==> src/rtl/mux_wd_buffered.sv <==
// mux_wd_buffered: write-data source selector with narrow-load extension and write-back FIFO
module mux_wd_buffered #(
    parameter int                WIDTH       = 32,
    parameter int                NSRC        = 8,
    parameter int                SEL_W       = 3,
    parameter logic [WIDTH-1:0]  DEFAULT_VAL = 227,
    parameter int                DEPTH       = 2
) (
    input  logic                      clk,
    input  logic                      reset,
    input  logic [SEL_W-1:0]          sel,
    input  logic [(NSRC-1)*WIDTH-1:0] data_in,
    input  logic [1:0]                ext_mode,
    input  logic [4:0]                wr_addr,
    input  logic                      in_valid,
    output logic                      in_ready,
    output logic [WIDTH-1:0]          out_data,
    output logic [4:0]                out_addr,
    output logic                      out_valid,
    input  logic                      out_ready,
    output logic [$clog2(DEPTH):0]    occupancy,
    output logic                      sel_err
);
    localparam int AW = $clog2(DEPTH);
    localparam int OW = AW + 1;
    logic [WIDTH-1:0] sel_data, ext_data, last_data;
    logic [WIDTH-1:0] mem_data [DEPTH];
    logic [4:0]       mem_addr [DEPTH];
    logic [4:0]       last_addr;
    logic [AW-1:0]    wptr, rptr;
    logic             sel_oob, push, store, pop;
    // source 0 and out-of-range selects fall back to the constant
    always_comb begin
        sel_data = DEFAULT_VAL;
        for (int k = 1; k < NSRC; k++)
            if (sel == SEL_W'(k)) sel_data = data_in[k*WIDTH-1 -: WIDTH];
    end
    assign ext_data = ext_mode == 2'b01 ? {{(WIDTH-16){1'b0}}, sel_data[15:0]} :
                      ext_mode == 2'b10 ? {{(WIDTH-16){sel_data[15]}}, sel_data[15:0]} :
                      ext_mode == 2'b11 ? {{(WIDTH-8){1'b0}}, sel_data[7:0]} : sel_data;
    assign sel_oob   = int'(sel) >= NSRC;
    assign in_ready  = occupancy != OW'(DEPTH);
    assign out_valid = occupancy != '0;
    assign push      = in_valid & in_ready;
    assign store     = push & (wr_addr != 5'd0);
    assign pop       = out_valid & out_ready;
    assign out_data  = out_valid ? mem_data[rptr] : last_data;
    assign out_addr  = out_valid ? mem_addr[rptr] : last_addr;
    // pointers, occupancy, last-popped hold registers and sticky select error
    always_ff @(posedge clk or negedge reset) begin
        if (!reset) begin
            wptr      <= '0;
            rptr      <= '0;
            occupancy <= '0;
            last_data <= '0;
            last_addr <= '0;
            sel_err   <= 1'b0;
        end else begin
            if (store) wptr <= wptr + 1'b1;
            if (pop) begin
                rptr      <= rptr + 1'b1;
                last_data <= mem_data[rptr];
                last_addr <= mem_addr[rptr];
            end
            occupancy <= occupancy + OW'(store) - OW'(pop);
            if (push && sel_oob) sel_err <= 1'b1;
        end
    end
    // entry storage; contents are only observed through occupancy-qualified reads
    always_ff @(posedge clk) begin
        if (store) begin
            mem_data[wptr] <= ext_data;
            mem_addr[wptr] <= wr_addr;
        end
    end
endmodule

==> config.mk <==
export PLATFORM = sky130hd
export DESIGN_NAME = mux_wd_buffered
export DESIGN_NICKNAME = d
export VERILOG_FILES = /design/src/rtl/mux_wd_buffered.sv
export SDC_FILE = /design/constraint.sdc
export NUM_CORES = 1
export LEC_CHECK = 0
export CAP_MARGIN = 20
export CORE_ASPECT_RATIO = 1.25
export CORE_MARGIN = 2
export CORE_UTILIZATION = 44
export CTS_BUF_LIST = sky130_fd_sc_hd__clkbuf_4 sky130_fd_sc_hd__clkbuf_8
export DETAILED_ROUTE_END_ITERATION = 7
export GPL_ROUTABILITY_DRIVEN = 0
export PLACE_DENSITY = 0.88
export SLEW_MARGIN = 10
export SYNTH_ARGS = -nofsm -noshare
export SYNTH_HDL_FRONTEND = slang
export SYNTH_SLANG_ARGS = --single-unit
export TNS_END_PERCENT = 100
==> constraint.sdc <==
create_clock -name clk -period 3.46 [get_ports clk]
set_input_delay 0.692 -clock clk [delete_from_list [all_inputs] [get_ports clk]]
set_output_delay 0.692 -clock clk [all_outputs]
set_load 0.05 [all_outputs]
# Word-level counts from Yosys, hierarchy flattened

Memory sizes are Yosys's and may differ from the RTL's.
Index checks and enable logic that the tools add are counted.

Add/sub/neg operators: 4
Equal/unequal tests: 11
Mux-type cells: 14
Bitwise gates (word level): 3
Reduce and logical (&&, ||, !) cells: 2

Operators with widths:

| cell                                                | count |
|---|---|
| two-way mux 32 bit                                  | 11 |
| equality test 3 bit, second input constant          | 4 |
| equality test 3 x 2 -> 1 bit, second input constant | 2 |
| two-way mux 5 bit                                   | 1 |
| nonzero test 5 bit                                  | 1 |
| equality test 2 bit, second input constant          | 2 |
| AND 1 bit                                           | 3 |
| equality test 3 x 1 -> 1 bit, second input constant | 1 |
| adder 1 bit, second input constant                  | 2 |
| adder 2 x 1 -> 2 bit                                | 1 |
| equality test 2 x 1 -> 1 bit, second input constant | 1 |
| two-way mux 1 bit                                   | 2 |
| inequality test 2 bit, second input constant        | 1 |
| nonzero test 2 bit                                  | 1 |
| subtractor 2 x 1 -> 2 bit                           | 1 |

Register bits after elaboration: 41
RAM bits: 74
Input bits: 238
Output and inout port bits: 42
Logic and storage cells: 41
Memories kept: 2

Memories:

| memory   | words | bits a word | rd ports | clocked after Yosys merged registers in | wr ports | line | text |
|---|---|---|---|---|---|---|---|
| mem_data | 2     | 32          | 1        | 0                                       | 1        | 27   | `logic [WIDTH-1:0] mem_data [DEPTH];` |
| mem_addr | 2     | 5           | 1        | 0                                       | 1        | 28   | `logic [4:0] mem_addr [DEPTH];` |

# Logic depth before layout (Yosys ltp)

Depth after elaboration: 11
Depth in mapped cells: 10
Depth with buffers taken out: 8

# Worst setup path before layout

OpenSTA, ideal clock, no wires.

Path type: reg2reg
Start point: register occupancy[0]
End point: memory mem_addr[0][0], enable pin
Setup time: 0.431 ns
Arrival time: 3.047 ns
Data required time: 3.029 ns
Path slack: -0.018 ns
Cell stages (with the launch flop): 4
Buffers on the path: 0
Period minus slack after synthesis: 3.478 ns
Cell sequence: dfrtp_1 > nand2b_1 > o211ai_1 > nor2_1

Longest elaborated chain between the ends: 5

Ends and longest elaborated chain:

| item                                    | line | text |
|---|---|---|
| start: declaration                      | 21   | `output logic [$clog2(DEPTH):0] occupancy,` |
| start signal: assignment                | 65   | `occupancy <= occupancy + OW'(store) - OW'(pop);` |
| inequality test 2 bit                   | 42   | `assign in_ready = occupancy != OW'(DEPTH);` |
| net in_ready                            | 16   | `output logic in_ready,` |
| AND 1 bit                               | 44   | `assign push = in_valid & in_ready;` |
| AND 1 bit                               | 45   | `assign store = push & (wr_addr != 5'd0);` |
| two-way mux 1 bit                       | 71   | `if (store) begin` |
| two-way mux 1 bit (not written as such) | 73   | `mem_addr[wptr] <= wr_addr;` |
| end: declaration                        | 28   |  |

The timed path passes the listed nets, and every way through them passes these cells.

# Final worst setup path

Start point: register rptr
End point: output out_data[14]

Longest elaborated chain between the ends: 2

Ends and longest elaborated chain:

| item                     | line | text |
|---|---|---|
| start: declaration       | 30   | `logic [AW-1:0] wptr, rptr;` |
| start signal: assignment | 61   | `rptr <= rptr + 1'b1;` |
| memory (2 x 32 bit)      | n/a  |  |
| two-way mux 32 bit       | 47   | `assign out_data = out_valid ? mem_data[rptr] : last_data;` |
| end: declaration         | 17   | `output logic [WIDTH-1:0] out_data,` |

Every way passes these cells.

==> summary.md <==
| Metric | Value |
|---|---|
| Status | complete, no violations |
| Most frequent cells in the layout | clkdlybuf4s50_1 (261), edfxtp_1 (74), o21ai_0 (67) |
| GR Overflow Total | 0 |
| Worst path arrival time | 2.52 ns |
| R2R Setup Slk | 1.50 ns |
| Synth Instances | 621 |
| CP endpoint kind | output port |
| Worst EP required | 2.77 ns |
| WP buf/inv | 2 |
| PwrDens | 757 mW/mm² |
| H-tree depth | 4 |
| Initial antenna violation count | 1 |
| First-pass GRT wire length | 31800 µm |
| TritonRoute pass-1 iters | 5 |
| Pleak | 3.85 nW |
| All-layer global routing usage | 25.7% |
| Layout cells sized above 1 | 12.2% |
| Synth cell types | 48 |
| Max VDD drop | 0.000463 V |
| Worst slew margin | 37.0% |
| CTS Sinks | 115 |
| CP Class | reg2out |
| Buffer depth of the longest clock path | 2 |
| Hold WC Path Type | in2async |
| Synth Net Count | 861 |
| Fillers | 1144 |
| Setup-failing EPs final | 0 |
| Slew @ Worst Pin | 0.946 ns |
| Starting DRT DRC Count | 446 |
| Reg clk slew, reported paths | 0.07 ns |
| Via Count | 5962 |
| Wire per inst | 19.1 µm |
| Syn Area/Cell | 10.6 µm² |
| Most common cell after layout, fill and taps aside | clkdlybuf4s50_1 |
| Clock skew | 0.00902 ns |
| Placement row count | 50 |
| Ports | 280 |
| I/O Buffers | 278 |
| RSZ-0062 raised after global routing | false |
| Number of synthesized flops with an enable pin | 74 |
| Vias in the first global route | 6150 |
| Largest area contributor in the netlist | edfxtp_1 |
| Synthesis-to-finish area growth | 49.9% |
| WL final | 20500 µm |
| Hold_ws | 0.402 ns |
| Top cells by area, synth | edfxtp_1 (34%), dfrtp_1 (16%), mux2i_1 (8.6%), mux2_2 (5.3%), o21ai_0 (5.1%) |
| DRC Markers | 0 |
| Hold_buf cts | 0 |
| Max Slew Vio Count | 0 |
| Placed wire-length estimate | 15600 µm |
| Worst r2r dst | last_data[26] |
| Busiest grt layer | met2 |
| Vert. Die Dim | 141 µm |
| Minimum clock period | 3.21 ns |
| Fmax | 311 MHz |
| Worst Reg-to-Reg Cells | 5 |
| Slowest CP cell | clkdlybuf4s50_1 |
| Core Region | 0.0148 mm² |
| DR vias/cell | 5.56 |
| Final Hold Viols | 0 |
| M1 GR Usage | 32.1% |
| GR Util met3 | 4.51% |
| Worst-path cell chain | buf_4 -> mux2i_1 -> a21oi_1 -> clkdlybuf4s50_1 |
| Synthesized flop and latch total | 115 |
| Dpl cells | 1040 |
| Die W | 114 µm |
| Cell family with most CP delay | buffers and inverters |
| Seq/Total Area, Yosys | 49.2% |
| Most used DFF post-synth | edfxtp_1 |
| Startpoint Class | flip-flop |
| Slowest stage delay, CP | 0.84 ns |
| CTS buffer count | 17 |
| Post-route ant nets | 0 |
| Post-CTS setup buffer count | 0 |
| Post-synth top area share | 33.7% |
| Ys Warns | 0 |
| Max cap viols | 0 |
| CTS tree | built |
| Die ar. | 0.0160 mm² |
| Clk_lat worst skew | 0.43 ns |
| Starting density of the core | 44.5% |
| Synth Cell Area | 0.00660 mm² |
| Critical-path maximum fanout | 12 |
| Final nets | 1117 |
| Root buffer cell | clkbuf_8 |
| Async S/R FF share, synth | 35.7% |
| Cell Count, Final, Fillers Out | 1073 |
| RR Startpoint | occupancy[1] |
| Largest net degree at the start of global routing | 76 |
| Tcrit/Tclk final | 92.9% |
| Grt met2 use | 44.2% |
how the worst max path moves through the flow:
stage                  from              to  slack, ns  cells after the start
6_report               rptr    out_data[14]       0.25                      4
3_5_place_dp   occupancy[1]    out_data[23]       0.45                      4
2_1_floorplan  occupancy[0]  mem_addr[0][0]      -0.02                      3
4_1_cts                rptr    out_data[14]       0.25                      4
3_3_place_gp   occupancy[1]    out_data[14]       0.57                      4
5_1_grt        occupancy[1]     out_data[8]       0.12                      4
cells by family after synthesis:
group | share of synthesized area [%]
compound gates | 21.5
flops | 49.2
simple gates | 6.92
mux | 16.3
buf+inv | 5.14
xor+xnor | 0.531
fa+ha+maj | 0.379
other cells | 0.0568
report_power, final:
part / switching [mW] / internal, mW
Combinational: 2.49 / 1.36
Sequential: 0.223 / 1.96
Clock: 0.537 / 0.918
Total: 3.25 / 4.24
state kept, by name, indices dropped and copies added, names as in the netlist:
name	count
rptr	1
last_data	32
occupancy	2
mem_addr	10
last_addr	5
wptr	1
mem_data	64
synthesized netlist by cell type, drive strengths merged, types with 2 or more instances:
cell and n:
mux2 42, ha 2, o211ai 2, inv 11
dfrtp 41, a21o 3, a211oi 2, mux2i 57
a22oi 2, edfxtp 74, o22ai 19, nand2b 4
nand2 50, o2bb2ai 8, xnor2 4, o221ai 2
o21ai 76, clkbuf 22, a221o 10, nor2b 5
buf 35, a221oi 18, a21oi 53, nor2 47
a211o 14, o32ai 2, a2bb2oi 5
through the flow:
step	util, %	worst slack, ns	power, mW	setup TNS, ns	cell area, µm²
4_1_cts	66.7	0.247	7.52	0	9890
3_5_place_dp	63.5	0.447	6.05	0	9420
3_3_place_gp	63.5	0.575	5.96	0	9420
2_1_floorplan	-	-0.0180	4.71	-1.34	6600
5_1_grt	66.7	0.123	7.85	0	9890
6_report	66.7	0.247	7.49	0	9890
cell type report:
type / instances / area (µm²) / share of cell area (%)
Sequential cell: 115 / 3250 / 32.8
Multi-Input combinational cell: 438 / 3030 / 30.7
Antenna cell: 1 / 2.50 / 0.0253
Tap cell: 182 / 228 / 2.30
Timing Repair Buffer: 294 / 2870 / 29.0
Inverter: 11 / 41.3 / 0.417
Clock inverter: 12 / 198 / 2.00
Clock buffer: 20 / 275 / 2.78
timing repair:
item                                    4_1_cts  5_1_grt
endpoints found under the setup margin        6        0
hold endpoints to repair                      0        0
resized for setup                             1        0
metal layers:
metal,vias to the layer above,wire length [µm],share of wire [%]
li1,2853,-,-
met1,2782,8110,40
met2,285,10600,52
met3,40,1270,6.2
met4,2,481,2.4
met5,-,10,0.049
(Power assumes the default switching activity.)
